$ cat src/rtl/layer_input_sequencer.sv
// Loads NUM_INPUTS values into neuron input registers over a PIO-style write bus,
// pulses layer_start, then waits for layer_done with a bounded timeout.
module layer_input_sequencer #(
  parameter int NUM_INPUTS = 4,
  parameter int IDX_W      = 2,
  parameter int DATA_W     = 9,
  parameter int TIMEOUT    = 255
) (
  input  logic                  clk,
  input  logic                  reset,
  input  logic                  in_valid,
  input  logic [DATA_W-1:0]     in_data,
  output logic                  in_ready,
  output logic [1:0]            pio_address,
  output logic [NUM_INPUTS-1:0] pio_chipselect,
  output logic                  pio_write_n,
  output logic [31:0]           pio_writedata,
  output logic                  layer_start,
  input  logic                  layer_done,
  output logic                  busy,
  output logic [IDX_W-1:0]      input_index,
  output logic                  timeout_err
);

  localparam int CNT_W = (TIMEOUT > 2) ? $clog2(TIMEOUT) : 1;
  localparam logic [IDX_W-1:0] LAST_IDX = IDX_W'(NUM_INPUTS - 1);
  localparam logic [CNT_W-1:0] LAST_CNT = CNT_W'(TIMEOUT - 1);

  typedef enum logic [2:0] {
    IDLE,
    LOAD,
    WRITE,
    START,
    WAIT
  } state_e;

  state_e              state_q;
  logic [IDX_W-1:0]    idx_q;
  logic [DATA_W-1:0]   hold_q;
  logic [CNT_W-1:0]    cnt_q;
  logic                terr_q;

  // NOTE: every register here is state, so it is assigned with <= only; a blocking
  // assignment would let later statements see the new value within the same edge.
  always_ff @(posedge clk or posedge reset) begin
    if (reset) begin
      state_q <= IDLE;
      idx_q   <= '0;
      hold_q  <= '0;
      cnt_q   <= '0;
      terr_q  <= 1'b0;
    end else begin
      case (state_q)
        IDLE: begin
          if (in_valid) begin
            hold_q  <= in_data;
            idx_q   <= '0;
            state_q <= WRITE;
          end
        end
        LOAD: begin
          if (in_valid) begin
            hold_q  <= in_data;
            state_q <= WRITE;
          end
        end
        WRITE: begin
          if (idx_q == LAST_IDX) begin
            terr_q  <= 1'b0;
            state_q <= START;
          end else begin
            idx_q   <= idx_q + IDX_W'(1);
            state_q <= LOAD;
          end
        end
        START: begin
          cnt_q   <= '0;
          state_q <= WAIT;
        end
        WAIT: begin
          // Done takes priority over a timeout that expires in the same cycle.
          if (layer_done) begin
            idx_q   <= '0;
            state_q <= IDLE;
          end else if (cnt_q == LAST_CNT) begin
            idx_q   <= '0;
            terr_q  <= 1'b1;
            state_q <= IDLE;
          end else begin
            cnt_q <= cnt_q + CNT_W'(1);
          end
        end
        default: begin
          idx_q   <= '0;
          state_q <= IDLE;
        end
      endcase
    end
  end

  assign in_ready       = (state_q == IDLE) || (state_q == LOAD);
  assign busy           = (state_q != IDLE);
  assign layer_start    = (state_q == START);
  assign pio_address    = 2'b00;
  assign pio_write_n    = (state_q != WRITE);
  assign pio_chipselect = (state_q == WRITE) ? (NUM_INPUTS'(1) << idx_q) : '0;
  assign pio_writedata  = (state_q == WRITE) ? 32'(hold_q) : 32'd0;
  assign input_index    = idx_q;
  assign timeout_err    = terr_q;

endmodule

$ cat config.mk
export PLATFORM = sky130hd
export DESIGN_NAME = layer_input_sequencer
export DESIGN_NICKNAME = d
export VERILOG_FILES = /design/src/rtl/layer_input_sequencer.sv
export SDC_FILE = /design/constraint.sdc
export NUM_CORES = 1
export LEC_CHECK = 0
export ABC_AREA = 1
export BUFFER_PORTS_ARGS = -buffer_cell sky130_fd_sc_hd__buf_2
export CAP_MARGIN = 20
export CORE_ASPECT_RATIO = 0.6
export CORE_MARGIN = 2
export CORE_UTILIZATION = 50
export DETAILED_ROUTE_END_ITERATION = 8
export PLACE_DENSITY = 0.85
export SETUP_SLACK_MARGIN = 0.5
export SYNTH_ARGS = -nofsm -noshare
export SYNTH_HDL_FRONTEND = slang
export SYNTH_SLANG_ARGS = --single-unit
$ cat constraint.sdc
create_clock -name clk -period 1.93 [get_ports clk]
set_input_delay 0 -clock clk [delete_from_list [all_inputs] [get_ports clk]]
set_output_delay 0 -clock clk [all_outputs]
set_load 0.05 [all_outputs]
# ---- Word-level counts from Yosys, hierarchy flattened
# Index checks and enable logic that the tools add are counted.
dict set report classes {
  add_sub_neg 2
  n_eq_ne 15
  shift 1
  n_mux 19
  bitwise 1
  n_reduce_logical 12
}
# operator count
set ops {}
lappend ops {{$mux 8} 2}
lappend ops {{$pmux 8 s2} 1}
lappend ops {{$ne 2x2->1 const B} 6}
lappend ops {{$pmux 3 s4} 1}
lappend ops {{$mux 2} 5}
lappend ops {{$mux 3} 3}
lappend ops {{$mux 9} 1}
lappend ops {{$add 8x1->8 const B} 1}
lappend ops {{$eq 8x8->1 const B} 1}
lappend ops {{$pmux 2 s4} 1}
lappend ops {{$reduce_and 4->1} 2}
lappend ops {{$eq 3x2->1 const B} 2}
lappend ops {{$mux 4} 1}
lappend ops {{$reduce_and 2->1} 2}
lappend ops {{$reduce_bool 2->1} 2}
lappend ops {{$reduce_or 2->1} 2}
lappend ops {{$shl 1x2->4 const A} 1}
lappend ops {{$eq 3x1->1 const B} 1}
lappend ops {{$eq 3x3->1 const B} 1}
lappend ops {{$logic_not 3->1} 1}
lappend ops {{$mux 1} 3}
lappend ops {{$ne 3x2->1 const B} 1}
lappend ops {{$ne 3x3->1 const B} 1}
lappend ops {{$reduce_and 3->1} 1}
lappend ops {{7 further kinds} 7}
dict set report totals {
  register_bits 23
  inputBits 13
  output_inout_bits 45
}

# ---- Longest topological paths before layout
# Gate-level depths: netlist of run 1.
dict set report depth {
  ltp_word 4
  mapped_depth 9
  depth_no_buf 9
}

# ---- Worst setup path before layout of run 1
# OpenSTA, ideal clock, no wires.
dict set report synth_timing {
  path_kind {register to register}
  startpoint {register state_q[1]}
  endpoint {register hold_q[0]}
  setup_ns 0.120
  arrival_ns 1.754
  slack_ns 0.055
  stages_incl_launch_ff 6
  synth_period_minus_slack_ns 1.875
  path_cell_list {dfrtp_1 nor2_1 nand2_2 buf_6 nor2_1 a21oi_1}
}
dict set report synth_between {
  elab_chain_len 3
}
# element line
set synth_rtl {}
lappend synth_rtl {{start, declared} 37} ;# state_e state_q;
lappend synth_rtl {{start signal, assigned} 47} ;# state_q <= IDLE;
lappend synth_rtl {{start signal, assigned} 58} ;# state_q <= WRITE;
lappend synth_rtl {{start signal, assigned} 64} ;# state_q <= WRITE;
lappend synth_rtl {{$eq 3x1->1 or $logic_not 3->1 (tied branches)} 53} ;# case (state_q)
lappend synth_rtl {{$reduce_or 2->1 (no source line) *} -}
lappend synth_rtl {{$reduce_and 2->1 (no source line) *} -}
lappend synth_rtl {{end signal, assigned} 56} ;# hold_q <= in_data;
lappend synth_rtl {{end signal, assigned} 63} ;# hold_q <= in_data;
lappend synth_rtl {{end, declared} 39} ;# logic [DATA_W-1:0] hold_q;
# Every way passes the cells marked *; elsewhere a longest branch is shown, timed or not.
# A chain may end at the register's enable or synchronous reset.

# ---- Worst setup path after layout of run 1
dict set report layout_timing {
  startpoint {register idx_q[0] (netlist: input_index[0])}
  endpoint {register idx_q[0] (netlist: input_index[0])}
}
dict set report layout_between {
  elab_chain_len 3
}
# element line
set layout_rtl {}
lappend layout_rtl {{start, declared} 38} ;# logic [IDX_W-1:0] idx_q;
lappend layout_rtl {{start signal, assigned} 72} ;# idx_q <= idx_q + IDX_W'(1);
lappend layout_rtl {{$add 2x1->2 or $eq 2x2->1 (tied branches)} {72, 68}}
lappend layout_rtl {{$mux 2 or $ne 2x2->1 (tied branches)} -}
lappend layout_rtl {{$pmux 2 s4 or $reduce_and 4->1 (tied branches)} -}
# Several ways; a longest one is shown, not always the timed one. The select of a mux whose other input is x is not followed.

==> impl_results.md, run 1 <==
* Outcome: complete, but fails checks
* Failing checks: hold timing
* Slowest CP cell: dfrtp_2
* Storage cell area at 582 µm²
* Placed Cells incl. Taps at approximately 270
* Critical path's top delay family: simple AND/OR/NAND/NOR gates
* Pwr dens at ~1600 nW/µm²
* Switching portion of total power at between 50% and 60%
* Synth area leaders: dfrtp_1 (38%), buf_4 (13%), nand2_1 (8.5%)
* VDD IR max at roughly 670 µV
* Inserted Diodes at 0
* Total Nets Final at 268
* Htree depth at 1
* Fillers at 212
* Number of global-route vias before repair at between 1000 and 1500
* Clock Sinks at 23
* Yosys cell types at 23
* Synth warn at 0
* Die H at between 40 and 50 µm
* Worst Hold Depth at 3
* Final non-filler cell total at 290
* Largest net degree at the start of global routing at 24
* Worst Max-Slew Pin Slew at around 870 ps
* Core box area at 2870 µm²
* Top cell type's share of synthesized area at between 30% and 40%
* Number of buffers created by CTS at 3
* HP Start: in_data[0]
* Die Wd at about 75 µm
* CP peak stage delay at around 440 ps
* GR Overflow Total at 0
* WHS at -4.91 ps
* Reg-to-Reg End: input_index[0]
* Final WL at roughly 3800 µm
* CTS tree: yes
* Static leakage at about 1.1 nW
* Most common cell on crit path: nand2_1
* Seq/Total Area, Yosys at 38.4%
* Gr usage total at between 10% and 20%
* Die ar. at 3470 µm²
* Setup TNS at 0 ps
* Hold Fails Final Rpt at 2
* Max Transition Viols Final at 0
* RSZ-0062 raised after global routing: yes
* Max_cap viols at 0
* Sw Pwr at ~1.7 mW
* Critical Path Start Type: register
* Worst-case clock buffer depth at 2
* Setup ws final at between 400 and 500 ps
* Worst skew pair latency at roughly 270 ps
* Pre-CTS WS at 408 ps
* Seq pwr share at 24.4%
* Post-DP HPWL at roughly 2100 µm
* Crit Path Class: reg -> reg
* IO buf count at 32
* Initial DRC count at slightly below 100
* Hold Path End: hold_q[0]
* Area of the multi-input gates at between 700 and 800 µm²
* Post-route DRC violation count at 0
* FF+latch count, synth at 23
* Final setup fails at 0
* Period utilization at between 70% and 80%
* GPL Wtd Cong at just under 0.9
* Rel. slew slack at about 42%
* Clock network power share at under 10%
* Worst path required time at roughly 2100 ps
* First-pass GRT wire length at roughly 4700 µm
* CP arrival at about 1600 ps
* Antenna violations before repair at 0
* Worst-path cell chain: ha_1, nand4_1, nand2_1, nor2_4, nand2_2, nand2_1, nand2_1
* Commonest non-fill, non-tap cell in the layout: nand2_1
* Remaining antenna violation count at 0
* Synth Area per Inst at roughly 7.6 µm²
* Average wire per standard cell at 13.0 µm
* Minimum clock period at about 1500 ps
* Vias at about 1400
* CP max FO at 4
* Clock tree root buffer cell: clkbuf_8
* Max Clock Skew at 7.58 ps
* Clock slew at reported path FFs at about 90 ps
* Fmax at 0.689 GHz
* Share of cells above drive strength 1 at 35.9%
* Worst path bufs/invs at 0
* Most area-hungry cell type in the Yosys netlist: dfrtp_1
* Post-synthesis cell count at slightly below 200
* Flop2flop setup slack at 480 ps
* Combinational share of power at around 66%
* Pre-antenna DRT Iters at 4
* Pint at 1.44 mW
* Reg-to-reg startpoint: input_index[0]
* Critical Path End Type: register
* Row cnt at 15
* Synthesis-to-finish area growth at 32.8%
* Ports at 58
* Worst reg2reg path depth at 7
* Most frequent cells in the layout: nand2_1 (33), conb_1 (25), inv_1 (24)
* Vias per inst at 4.74
* HP Class: in -> reg
* Initial Util at 52.2%
* Synth Cell Area at 1500 µm²
registers in the layout, indices dropped and copies added (netlist names):
signal and cells:
state_q 3, input_index 2, cnt_q 8, hold_q 9
timeout_err 1
how the worst max path moves through the flow:
| stage | start | end | slack (ps) | depth (start not counted) |
|---|---|---|---|---|
| finish | input_index[0] | input_index[0] | 480 | 7 |
| detailed placement | cnt_q[0] | cnt_q[3] | 410 | 9 |
| floorplan | state_q[2] | pio_writedata[0] | 430 | 4 |
| global placement | cnt_q[0] | cnt_q[6] | 490 | 9 |
| CTS | state_q[1] | cnt_q[4] | 490 | 6 |
| global route | input_index[0] | input_index[0] | 430 | 7 |
Yosys cell counts:
master    number
a21oi_1       10
buf_2          1
nand3_2        2
nand4_1        2
nor2_2         1
buf_6          2
o21ai_0        1
nand2_4        1
nor2_1        34
ha_1           6
dfrtp_1       23
nor2_4         2
nor3_1         2
o21bai_1       1
conb_1         1
nand3_1       13
nand2_1       34
xor2_1         2
inv_1         27
buf_4         25
a31oi_1        1
o21ai_2        1
nand2_2        5
per-layer routing:
layer	routed length [µm]	global-route usage, %
met3	308	5.47
met5	0	0
met1	1450	24.9
met4	72	3.21
met2	1950	31.0
area by class of cell:
| cell class | instances | share of cell area, % |
|---|---|---|
| multi-input combinational | 143 | 39.7 |
| clock buffer | 3 | 2.07 |
| tap | 42 | 2.64 |
| inverter | 27 | 5.21 |
| timing repair buffer | 51 | 20.9 |
| sequential | 23 | 29.2 |
| clock inverter | 1 | 0.251 |
through the flow:
| stage | power, mW | instance area [µm²] | utilization [%] |
|---|---|---|---|
| floorplan | 2.08 | 1620 | - |
| global placement | 2.30 | 1630 | 56.6 |
| detailed placement | 2.32 | 1630 | 56.6 |
| CTS | 2.76 | 1800 | 62.7 |
| global route | 3.34 | 1990 | 69.4 |
| finish | 3.17 | 1990 | 69.4 |
power groups by stage:
stage | Clock (mW) | Combinational, mW | Sequential [mW]
after global placement | 0 | 1.55 | 0.748
after CTS | 0.302 | 1.72 | 0.738
final | 0.301 | 2.09 | 0.771
after detailed placement | 0 | 1.57 | 0.755
after global routing | 0.325 | 2.23 | 0.787
after floorplan | 0 | 1.29 | 0.785
tightest hold or removal path, delay by kind of cell:
family	cells	cell delay, ps
buffers and inverters	1	70
AO/OA/AOI/OAI	1	110
AND/OR/NAND/NOR	1	30
kinds of logic (layout without fill, tap and decap cells):
family | Yosys count | after routing | synth area share, %
AO/OA/AOI/OAI | 14 | 14 | 5.17
XOR/XNOR | 2 | 2 | 1.17
adder cells (fa/ha/maj) | 6 | 6 | 5.00
buffers and inverters | 55 | 82 | 21.1
flip-flops | 23 | 23 | 38.4
other | 1 | 25 | 0.250
AND/OR/NAND/NOR | 96 | 96 | 28.9
what timing repair did:
item	4_1_cts	5_1_grt
setup buffers	5	7
pin swaps	2	2
endpoints found under the hold margin	27	0
gates resized for setup	17	33
setup endpoints to repair	23	27
hold buffers	5	0
gates cloned	0	1
(Power assumes the default switching activity.)
==> run 2: changes to the inputs <==
- CORE_UTILIZATION: 50 -> 48
- PLACE_DENSITY: 0.85 -> 0.82
- clock period: 1.93 -> 1.4 ns (I/O delays scaled with it)
==> impl_results.md, run 2 (same netlist as run 1, synthesis figures left out) <==
* Ports at 58 (unchanged)
* Clock network power share at 7.4% (was 9.5%)
* Combinational share of power at 75.4% (was 66.1%)
* Final non-filler cell total at 312 (was 290)
* Worst-case clock buffer depth at 2 (unchanged)
* Vias per inst at 4.90 (was 4.74)
* Switching portion of total power at 51.8% (was 54.4%)
* Gr usage total at 26.8% (was 18.7%)
* Initial DRC count at 94 (was 97)
* Clock slew at reported path FFs at 80 ps (was 90 ps)
* Pint at 2.79 mW (was 1.44 mW)
* Clock tree root buffer cell: clkbuf_8 (unchanged)
* First-pass GRT wire length at 7200 µm (was 4710 µm)
* HP Start: in_data[4] (was in_data[0])
* Number of global-route vias before repair at 1500 (was 1062)
* VDD IR max at 1110 µV (was 666 µV)
* Critical Path Start Type: register (unchanged)
* Max Transition Viols Final at 0 (unchanged)
* Seq pwr share at 17.2% (was 24.4%)
* Max_cap viols at 0 (unchanged)
* Remaining antenna violation count at 0 (unchanged)
* Hold Path End: hold_q[4] (was hold_q[0])
* Total Nets Final at 290 (was 268)
* Met2 Resource Use GR at 48.9% (was 31.0%)
* Crit Path Class: reg -> out (was reg -> reg)
* Static leakage at 1.24 nW (was 1.07 nW)
* Flop2flop setup slack at 30 ps (was 480 ps)
* Vias at 1529 (was 1375)
* CTS tree: yes (unchanged)
* Pre-antenna DRT Iters at 4 (unchanged)
* Cell Area, Placed at 1860 µm² (was 1630 µm²)
* Core box area at 2930 µm² (was 2870 µm²)
* Die Wd at 76.2 µm (was 74.7 µm)
* Average wire per standard cell at 16.0 µm (was 13.0 µm)
* Number of buffers created by CTS at 3 (unchanged)
* Row cnt at 15 (unchanged)
* Met3 global-route usage at 5.58% (was 5.47%)
* Initial Util at 51.2% (was 52.2%)
* Pwr dens at 2220 nW/µm² (was 1590 nW/µm²)
* Top Usage Layer GRT: met2 (unchanged)
* Post-DP HPWL at 2310 µm (was 2090 µm)
* Most frequent cells in the layout: nand2_1 (31), nor2_4 (27), conb_1 (25) (was nand2_1 (33), conb_1 (25), inv_1 (24))
* GPL Wtd Cong at 0.873 (was 0.880)
* Final WL at 5010 µm (was 3780 µm)
* Max Clock Skew at 5.41 ps (was 7.58 ps)
* Inserted Diodes at 0 (unchanged)
* Total power at 5.80 mW (was 3.17 mW)
* Clock Sinks at 23 (unchanged)
* Largest register FFs at 9 (unchanged)
* Largest net degree at the start of global routing at 24 (unchanged)
* Fmax at 0.701 GHz
* HP Class: in -> reg (unchanged)
* Share of cells above drive strength 1 at 51.5% (was 35.9%)
* WHS at 11.1 ps (was -4.91 ps)
* CP arrival at 1430 ps (was 1620 ps)
* CP max FO at 7 (was 4)
* Pre-CTS WS at 34.5 ps (was 408 ps)
* Commonest non-fill, non-tap cell in the layout: nand2_1 (unchanged)
* Reg-to-reg startpoint: state_q[0] (was input_index[0])
* Outcome: complete, but fails checks (unchanged)
* Sw Pwr at 3.01 mW (was 1.72 mW)
* Worst reg2reg path depth at 9 (was 7)
* Placed Cells incl. Taps at 277 (was 268)
* Reg with most FFs: hold_q (unchanged)
* Antenna violations before repair at 0 (unchanged)
* Setup ws final at -27.0 ps (was 478 ps)
* Failing checks: setup timing (was hold timing)
* Hold Fails Final Rpt at 0 (was 2)
* Period utilization at 102%
* Post-route DRC violation count at 0 (unchanged)
* Reg-to-Reg End: cnt_q[5] (was input_index[0])
* Die H at 47.3 µm (was 46.4 µm)
* Cell area after layout at 2610 µm² (was 1990 µm²)
* Top Registers: hold_q x9, cnt_q x8, state_q x3 (unchanged)
* Minimum clock period at 1430 ps
* Worst Hold Depth at 3 (unchanged)
* Synthesis-to-finish area growth at 74.1% (was 32.8%)
* GR Overflow Total at 0 (unchanged)
* Htree depth at 1 (unchanged)
* RSZ-0062 raised after global routing: yes (unchanged)
* Final setup fails at 12 (was 0)
* Worst path required time at 1400 ps (was 2100 ps)
* Critical Path End Type: output pin (was register)
* Worst skew pair latency at 270 ps (about the same)
* Die ar. at 3600 µm² (was 3470 µm²)
* IO buf count at 32 (unchanged)
* Met1 Use GR at 32.5% (was 24.9%)
-- run 2: layout make-up --
cell class,count,area (µm²)
tap,42,52.6
fill,135,315
multi-input combinational,146,1100
inverter,27,110
clock buffer,4,45.0
timing repair buffer,70,726
sequential,23,582
-- run 2: worst max-delay path by stage --
stage / slack (ps) / cells past startpoint / to / start
after floorplan: 70 / 4 / timeout_err / input_index[0]
after global placement: 100 / 6 / cnt_q[7] / cnt_q[1]
final: -30 / 6 / pio_writedata[5] / state_q[0]
after detailed placement: 30 / 9 / cnt_q[5] / cnt_q[0]
after global routing: -90 / 6 / pio_writedata[4] / state_q[0]
after CTS: 5 / 6 / pio_writedata[2] / state_q[0]
-- run 2: power by group through the flow --
stage               Combinational (mW)  Sequential, mW  Clock, mW
floorplan                         2.16            1.09          0
global placement                  2.67            1.00          0
detailed placement                2.70            1.01          0
CTS                               3.92           0.986      0.426
global route                      4.58            1.02      0.464
finish                            4.37           0.998      0.428
-- run 2: worst max-delay path, stage by stage (launching register included) --
cell and delay, ps:
dfrtp_1 410, buf_6 130, inv_4 50, nand3_4 120
buf_12 180, nor2_4 90, buf_6 160
-- run 2: routing by layer --
| layer | share of wire, % | vias to the layer above |
|---|---|---|
| met3 | 4.2 | 15 |
| met2 | 52 | 59 |
| met5 | 0 | - |
| li1 | - | 706 |
| met4 | 2.8 | 0 |
| met1 | 41 | 749 |
-- run 2: stage by stage --
step,setup TNS [ps],util (%)
2_1_floorplan,0,-
3_3_place_gp,0,63.5
3_5_place_dp,0,63.5
4_1_cts,0,84.8
5_1_grt,-1280,89.2
6_report,-167,89.2
-- run 2: repair_timing --
action                     in CTS  in global routing
setup endpoints to repair      42                 43
resized for setup              85                 24
cloned                          4                  0
hold endpoints to repair       31                  0
pin swaps                       9                  7
hold buffers                    9                  0
setup buffers                  12                  6
